`src/rtl/uart_pkg.sv`:
```
// Shared types and constants for the IO-page UART transmitter.
package uart_pkg;

    typedef enum logic [2:0] {
        IDLE,
        START,
        DATA,
        PARITY,
        STOP
    } uart_state_e;

    localparam logic [1:0] REG_TXDATA = 2'd0;
    localparam logic [1:0] REG_STATUS = 2'd1;

    localparam int unsigned STAT_BUSY      = 0;
    localparam int unsigned STAT_FULL      = 1;
    localparam int unsigned STAT_EMPTY     = 2;
    localparam int unsigned STAT_OVF       = 3;
    localparam int unsigned STAT_PARITY    = 4;
    localparam int unsigned STAT_COUNT_LSB = 8;

endpackage

```
`src/rtl/uart_fifo.sv`:
```
// Synchronous FIFO with combinational head output; a push into a full FIFO is
// accepted only when a pop happens in the same cycle.
module uart_fifo #(
    parameter int unsigned WIDTH = 8,
    parameter int unsigned DEPTH = 8
) (
    input  logic                     clk,
    input  logic                     reset,
    input  logic                     push,
    input  logic [WIDTH-1:0]         wdata,
    input  logic                     pop,
    output logic [WIDTH-1:0]         rdata,
    output logic                     full,
    output logic                     empty,
    output logic [$clog2(DEPTH):0]   count
);

    localparam int unsigned AW = $clog2(DEPTH);
    localparam int unsigned CW = AW + 1;

    logic [WIDTH-1:0] mem [DEPTH];
    logic [AW-1:0]    wptr;
    logic [AW-1:0]    rptr;
    logic             push_ok;
    logic             pop_ok;

    assign full    = (count == CW'(DEPTH));
    assign empty   = (count == '0);
    assign pop_ok  = pop && !empty;
    assign push_ok = push && (!full || pop_ok);
    assign rdata   = mem[rptr];

    always_ff @(posedge clk) begin
        if (push_ok) begin
            mem[wptr] <= wdata;
        end
    end

    // Power-of-two depth lets the pointers wrap naturally.
    always_ff @(posedge clk) begin
        if (reset) begin
            wptr  <= '0;
            rptr  <= '0;
            count <= '0;
        end else begin
            if (push_ok) begin
                wptr <= wptr + AW'(1);
            end
            if (pop_ok) begin
                rptr <= rptr + AW'(1);
            end
            case ({push_ok, pop_ok})
                2'b10:   count <= count + CW'(1);
                2'b01:   count <= count - CW'(1);
                default: count <= count;
            endcase
        end
    end

endmodule

```
`src/rtl/io_uart_tx.sv`:
```
// Memory-mapped 8N1 UART transmitter with TX FIFO and status register.
// Define UART_PARITY_EN to insert an even-parity bit after the data bits.
module io_uart_tx
    import uart_pkg::*;
#(
    parameter int unsigned CLKS_PER_BIT = 1250,
    parameter int unsigned FIFO_DEPTH   = 8
) (
    input  logic        clk,
    input  logic        reset,
    input  logic        ioWrite,
    input  logic [31:0] addr,
    input  logic [31:0] memWdata,
    output logic [31:0] ioRdata,
    output logic        uartTx,
    output logic        txBusy
);

    localparam int unsigned CW          = $clog2(FIFO_DEPTH) + 1;
    localparam logic [15:0] BAUD_RELOAD = 16'(CLKS_PER_BIT - 1);
`ifdef UART_PARITY_EN
    localparam logic        PARITY_EN   = 1'b1;
`else
    localparam logic        PARITY_EN   = 1'b0;
`endif

    uart_state_e     state;
    logic [15:0]     baud;
    logic [2:0]      bitidx;
    logic [7:0]      shift;
`ifdef UART_PARITY_EN
    logic            parity_bit;
`endif

    logic [1:0]      reg_sel;
    logic            push;
    logic            pop;
    logic            ovf_clr;
    logic            overflow;
    logic [7:0]      head;
    logic            full;
    logic            empty;
    logic [CW-1:0]   count;
    logic [31:0]     status;
    logic            unused_bits;

    assign reg_sel     = addr[3:2];
    assign push        = ioWrite && (reg_sel == REG_TXDATA);
    assign ovf_clr     = ioWrite && (reg_sel == REG_STATUS) && memWdata[STAT_OVF];
    assign pop         = !empty && ((state == IDLE) || ((state == STOP) && (baud == '0)));
    assign txBusy      = (state != IDLE) || !empty;
    assign unused_bits = ^{addr[31:4], addr[1:0], memWdata[31:8]};

    uart_fifo #(
        .WIDTH (8),
        .DEPTH (FIFO_DEPTH)
    ) u_fifo (
        .clk   (clk),
        .reset (reset),
        .push  (push),
        .wdata (memWdata[7:0]),
        .pop   (pop),
        .rdata (head),
        .full  (full),
        .empty (empty),
        .count (count)
    );

    always_ff @(posedge clk) begin
        if (reset) begin
            overflow <= 1'b0;
        end else if (push && full && !pop) begin
            overflow <= 1'b1;
        end else if (ovf_clr) begin
            overflow <= 1'b0;
        end
    end

    always_ff @(posedge clk) begin
        if (reset) begin
            state  <= IDLE;
            baud   <= '0;
            bitidx <= '0;
            shift  <= '0;
            uartTx <= 1'b1;
`ifdef UART_PARITY_EN
            parity_bit <= 1'b0;
`endif
        end else begin
            case (state)
                IDLE: begin
                    if (!empty) begin
                        shift  <= head;
                        uartTx <= 1'b0;
                        baud   <= BAUD_RELOAD;
                        state  <= START;
`ifdef UART_PARITY_EN
                        parity_bit <= ^head;
`endif
                    end
                end
                START: begin
                    if (baud == '0) begin
                        baud   <= BAUD_RELOAD;
                        bitidx <= '0;
                        uartTx <= shift[0];
                        state  <= DATA;
                    end else begin
                        baud <= baud - 16'd1;
                    end
                end
                DATA: begin
                    if (baud == '0) begin
                        baud <= BAUD_RELOAD;
                        if (bitidx == 3'd7) begin
`ifdef UART_PARITY_EN
                            uartTx <= parity_bit;
                            state  <= PARITY;
`else
                            uartTx <= 1'b1;
                            state  <= STOP;
`endif
                        end else begin
                            shift  <= {1'b0, shift[7:1]};
                            bitidx <= bitidx + 3'd1;
                            uartTx <= shift[1];
                        end
                    end else begin
                        baud <= baud - 16'd1;
                    end
                end
`ifdef UART_PARITY_EN
                PARITY: begin
                    if (baud == '0) begin
                        baud   <= BAUD_RELOAD;
                        uartTx <= 1'b1;
                        state  <= STOP;
                    end else begin
                        baud <= baud - 16'd1;
                    end
                end
`endif
                STOP: begin
                    if (baud == '0) begin
                        baud <= BAUD_RELOAD;
                        // Chain straight into the next start bit when data is waiting.
                        if (!empty) begin
                            shift  <= head;
                            uartTx <= 1'b0;
                            state  <= START;
`ifdef UART_PARITY_EN
                            parity_bit <= ^head;
`endif
                        end else begin
                            uartTx <= 1'b1;
                            state  <= IDLE;
                        end
                    end else begin
                        baud <= baud - 16'd1;
                    end
                end
                default: begin
                    uartTx <= 1'b1;
                    state  <= IDLE;
                end
            endcase
        end
    end

    always_comb begin
        status                            = '0;
        status[STAT_BUSY]                 = txBusy;
        status[STAT_FULL]                 = full;
        status[STAT_EMPTY]                = empty;
        status[STAT_OVF]                  = overflow;
        status[STAT_PARITY]               = PARITY_EN;
        status[STAT_COUNT_LSB +: 8]       = 8'(count);
    end

    always_comb begin
        ioRdata = '0;
        if (reg_sel == REG_STATUS) begin
            ioRdata = status;
        end
    end

endmodule

```
`config.mk`:
```
export PLATFORM = sky130hd
export DESIGN_NAME = io_uart_tx
export DESIGN_NICKNAME = d
export VERILOG_FILES = /design/src/rtl/uart_pkg.sv /design/src/rtl/uart_fifo.sv /design/src/rtl/io_uart_tx.sv
export SDC_FILE = /design/constraint.sdc
export NUM_CORES = 1
export LEC_CHECK = 0
export CAP_MARGIN = 30
export CORE_MARGIN = 2
export CORE_UTILIZATION = 41
export CTS_BUF_LIST = sky130_fd_sc_hd__clkbuf_16
export CTS_CLUSTER_DIAMETER = 120
export DETAILED_ROUTE_END_ITERATION = 10
export PLACE_DENSITY = 0.66
export SLEW_MARGIN = 5
export SYNTH_ARGS = -nofsm -noshare
export SYNTH_HDL_FRONTEND = slang
export SYNTH_SLANG_ARGS = --single-unit
```
`constraint.sdc`:
```
create_clock -name clk -period 8.85 [get_ports clk]
set_clock_uncertainty 0.2 [all_clocks]
set_input_delay 1.3275 -clock clk [delete_from_list [all_inputs] [get_ports clk]]
set_output_delay 1.3275 -clock clk [all_outputs]
set_load 0.02 [all_outputs]
```
# Yosys cells after proc, flatten, opt, wreduce, memory -nomap -nowiden
# Memory sizes are Yosys's and may differ from the RTL's. A register that Yosys moved wholly into a read port is not among the register bits.
# Index checks and enable logic that the tools add are counted.
# totals
reg_bits	42
ramBits	64
in_bits	67
wordCells	95
mem_count	1
# mem_list
memory	depth	word_bits	rd	rd_clocked_by_memory_dff	write_ports	line	source
u_fifo.mem	8	8	1	1	1	uart_fifo.sv:21	logic [WIDTH-1:0] mem [DEPTH];
# classes
n_addsub	6
eq_ne	14
muxes	34
reduce_logical	31
# ops
op	n
two-way mux 16 bit	2
two-way mux 8 bit	4
one-hot mux 16 bit (2 select lines)	1
two-way mux 3 bit	10
one-hot mux 8 bit (3 select lines)	1
logical NOT 16 bit	1
subtractor 16 x 1 -> 16 bit, second input constant	1
two-way mux 12 bit	1
one-hot mux 3 bit (4 select lines)	1
AND reduction 4 bit	3
two-way mux 1 bit	11
inequality test 2 bit, second input constant	5
adder 3 x 1 -> 3 bit, second input constant	3
logical AND 1 bit	9
one-hot mux 4 bit (2 select lines)	1
nonzero test 2 bit	4
== test 3 bit, second input constant	2
one-hot mux 3 bit (2 select lines)	1
nonzero test 3 bit	2
AND reduction 5 bit	1
adder 4 x 1 -> 4 bit, second input constant	1
== test 2 x 1 -> 1 bit, second input constant	2
== test 4 bit, second input constant	1
logical NOT 4 bit	1
12 further kinds	16

# Longest topological paths before layout
# depth
word_depth	9
ltp_mapped	10
depth_no_buf	10

# Cells and area by module
# A second synthesis with hierarchy kept.
# unflattened
hier_cells	436
hier_area_um2	5318.9
# by_module_without_submodules
module	instances	cells_per_inst	area_per_inst_um2	seq_area_each_um2
uart_fifo	1	179	3215.6	2182.1
io_uart_tx	1	257	2103.3	640.6

# Worst setup path after synthesis
# No wires, ideal clock.
# synth_path
path_type	input to register
startpoint	input port addr[2]
endpoint	memory u_fifo.mem[1][0], enable pin
setup_ps	398
arrival_ps	2947
slack_ps	5305
cell_stages	3
n_path_buf	0
path_cell_list	nor3b_1 -> nand2_1 -> nor4b_1
# synth_between
elab_chain_len	5
# synth_lines
item	line	source
start: declaration	io_uart_tx.sv:12	input logic [31:0] addr,
logical NOT 2 bit	io_uart_tx.sv:48	assign push = ioWrite && (reg_sel == REG_TXDATA);
logical AND 1 bit	io_uart_tx.sv:48	
logical AND 1 bit	uart_fifo.sv:30	assign push_ok = push && (!full || pop_ok);
two-way mux 1 bit	uart_fifo.sv:34	if (push_ok) begin
two-way mux 1 bit (implied by the code)	uart_fifo.sv:35	mem[wptr] <= wdata;
end: declaration	uart_fifo.sv:21	
# Every way passes these cells.

# Worst setup path after layout
# layout_path
startpoint	input port addr[2]
endpoint	output port ioRdata[10]
# layout_between
elab_chain_len	2
# layout_lines
item	line	source
== test 2 x 1 -> 1 bit	io_uart_tx.sv:182	if (reg_sel == REG_STATUS) begin
two-way mux 12 bit	io_uart_tx.sv:182	
end: declaration	io_uart_tx.sv:14	output logic [31:0] ioRdata,
# Every way passes these cells.

==> out/metrics.cfg <==
[outcome]
status = complete, no violations

[timing]
finalMaxSlewViolations = 0
max_clock_freq_mhz = 227
tightest_slew_ns = 0.907
rsz0062_at_grt = false
setup_tns_ns = 0
finalHoldViolations = 0
setup_ws_ns = 4.44
relSlewSlack = 0.395
final.min_clock_period_ns = 4.41
finalSetupViolCount = 0
holdWs_ns = 0.256
period_share = 0.499

[worst_setup_path]
crit_arrival_ns = 2.88
critPathRequiredTime_ns = 7.32
crit_fanout = 5
reg2reg_depth = 7
setup.worst_path.start_class = input port
worst-setup-path-type = input port to output pin
end_kind = output pin

[finish]
multi_input_area_um2 = 2040
final-seq-area_um2 = 2820
final_common_cell = edfxtp_1
antenna_cells = 0
syn2layout_area_growth_pct = 12.2
utilization = 0.472
final_cell_mix = edfxtp_1 (64), dfxtp_1 (45), nor2_1 (42)
num-nets-final = 517
final_area_um2 = 5670
nFillCells = 1052
drive_above_1_share = 0.129
fin_cells = 595

[place]
dpl_cell_area_um2 = 5340
gp_congestion = 0.763
dp_slack_ns = 4.45
numPlacedInstances = 579
port_buffers = 22
dp_hpwl_um = 6390

[synth]
synth_fa_ha_area_frac = 0.0193
yosys_warnings = 0
avgSynthCellArea_um2 = 11.8
yosysSeqAreaShare = 0.559
ys.flop_type = edfxtp_1
synth_top_family_by_area = simple AND/OR/NAND/NOR gates
synthArstFlopShare = 0
synthCells = 427
netlist_area_um2 = 5050
ys_types = 55
synth-edff-count = 64
synth-simple-area-share = 0.156
synth_compound_area_frac = 0.0768
synthMuxAreaShare = 0.101
ys_ff_latch = 109
synth_xor_xnor_area_share = 0.0260

[floorplanning]
start_util = 0.421
fp-row-count = 40
io_pins = 101
die_area_um2 = 13200
die_w_um = 115
dieHeight_um = 115
core_area_um2 = 12000

[clock_tree]
ctsResizeCount = 0
cts_setup_buffers = 0
cts_tree = built
clk_latency_ns = 0.35
cts.path.max_buffers = 2
cts-root-buf = clkbuf_16
cts_max_level = 3
path_clk_slew_ns = 0.07
cts.sinks = 109
hold_buffers = 0
cts_buffers = 9

[drt]
drt-initial-drc-count = 239
drt-vias-per-instance = 5.40
wl_met2_um = 4890
dr.pass1.iters = 4
route.met3.wl_um = 307
num_vias = 3214
post_drt_wl_per_cell_um = 15.9
drc_errors = 0
postRouteAntennaNets = 0
wl_met1_um = 4160
wl_um = 9490
routed.top_layer = met4

[global_routing]
grt_pass1_vias = 3018
grtUsageTotal = 0.152
grt_overflow = 0
grt_pass1_wl_um = 15300
antenna_found_initial = 0
grt_max_degree = 36

[power]
power_density_nw_per_um2 = 319
switchingPower_mw = 0.675
seq_power_share = 0.388
ir_worst_vdd_mv = 0.208
p_int_mw = 1.13
comb_power_share = 0.377
total_power_mw = 1.80
total_leakage_power_nw = 1.91
p_sw_frac = 0.374
clkPwrFrac = 0.235

[hold_path]
hold_path_class = flop to flop
holdPathStages = 2

[run]
cap_viol_max_count = 0

==> layer usage <==
layer | GRT usage | vias up
met2 | 0.258 | 59
met1 | 0.189 | 1583
li1 | - | 1566
met3 | 0.0385 | 6
met5 | 0 | -
met4 | 0.0522 | 0
==> critical path, stage by stage <==
cell and delay (ns):
clkdlybuf4s50_1 0.53, nor2b_1 0.27, and2_1 0.16, clkdlybuf4s50_1 0.60
==> registers in the layout, summed over array words and instances, names as in the netlist, named ones only <==
register and count:
baud 16, bitidx 3, overflow 1, shift 8
state 3, u_fifo.count 4, u_fifo.mem 64, u_fifo.rptr 3
u_fifo.wptr 3, uartTx 1
==> kinds of logic after synthesis <==
| kind of cell | count (synthesis) |
|---|---|
| compound gates | 62 |
| xor+xnor | 15 |
| fa+ha+maj | 8 |
| buf+inv | 53 |
| flops | 109 |
| mux | 30 |
| other cells | 1 |
| simple gates | 149 |
==> worst paths after layout <==
path	slack [ns]	startpoint	to
setup / recovery	4.44	addr[2]	ioRdata[10]
hold / removal	0.26	bitidx[2]	bitidx[2]
setup reg to reg	5.39	baud[0]	u_fifo.mem[3][4]
hold reg to reg	0.26	bitidx[2]	bitidx[2]
==> power by group through the flow <==
stage                     Sequential [mW]  Clock [mW]  Combinational (mW)
after floorplan                     0.659           0               0.587
after global placement              0.714           0               0.650
after detailed placement            0.711           0               0.676
after CTS                           0.702       0.432               0.681
after global routing                0.715       0.451               0.754
final                               0.701       0.424               0.680
==> synthesized netlist by cell type, drive strengths merged (3+ instances only) <==
cell type / number / area (um2)
a211oi: 3 / 22.5
a21oi: 26 / 145
a31oi: 3 / 18.8
and2: 7 / 43.8
buf: 31 / 226
clkbuf: 15 / 56.3
dfxtp: 45 / 901
edfxtp: 64 / 1920
ha: 7 / 87.6
inv: 7 / 26.3
mux2: 4 / 48.8
mux2i: 10 / 100
mux4: 16 / 360
nand2: 27 / 101
nand2b: 3 / 18.8
nand3: 16 / 80.1
nand4: 6 / 37.5
nor2: 42 / 158
nor2b: 4 / 25.0
nor3: 8 / 40.0
nor3b: 5 / 37.5
nor4: 9 / 62.6
nor4b: 5 / 43.8
o21ai: 20 / 100
or3: 4 / 26.3
or4: 6 / 52.6
xnor2: 7 / 61.3
xor2: 8 / 70.1
==> cell type report <==
| type | count | share of cell area |
|---|---|---|
| repair buffers | 28 | 0.0481 |
| multi-input cells | 288 | 0.360 |
| flip-flops and latches | 109 | 0.498 |
| inverters | 7 | 0.00464 |
| well taps | 147 | 0.0325 |
| clock inverters | 7 | 0.0170 |
| clock buffers | 9 | 0.0398 |
No activity file was read; power rests on OpenSTA's default activity.
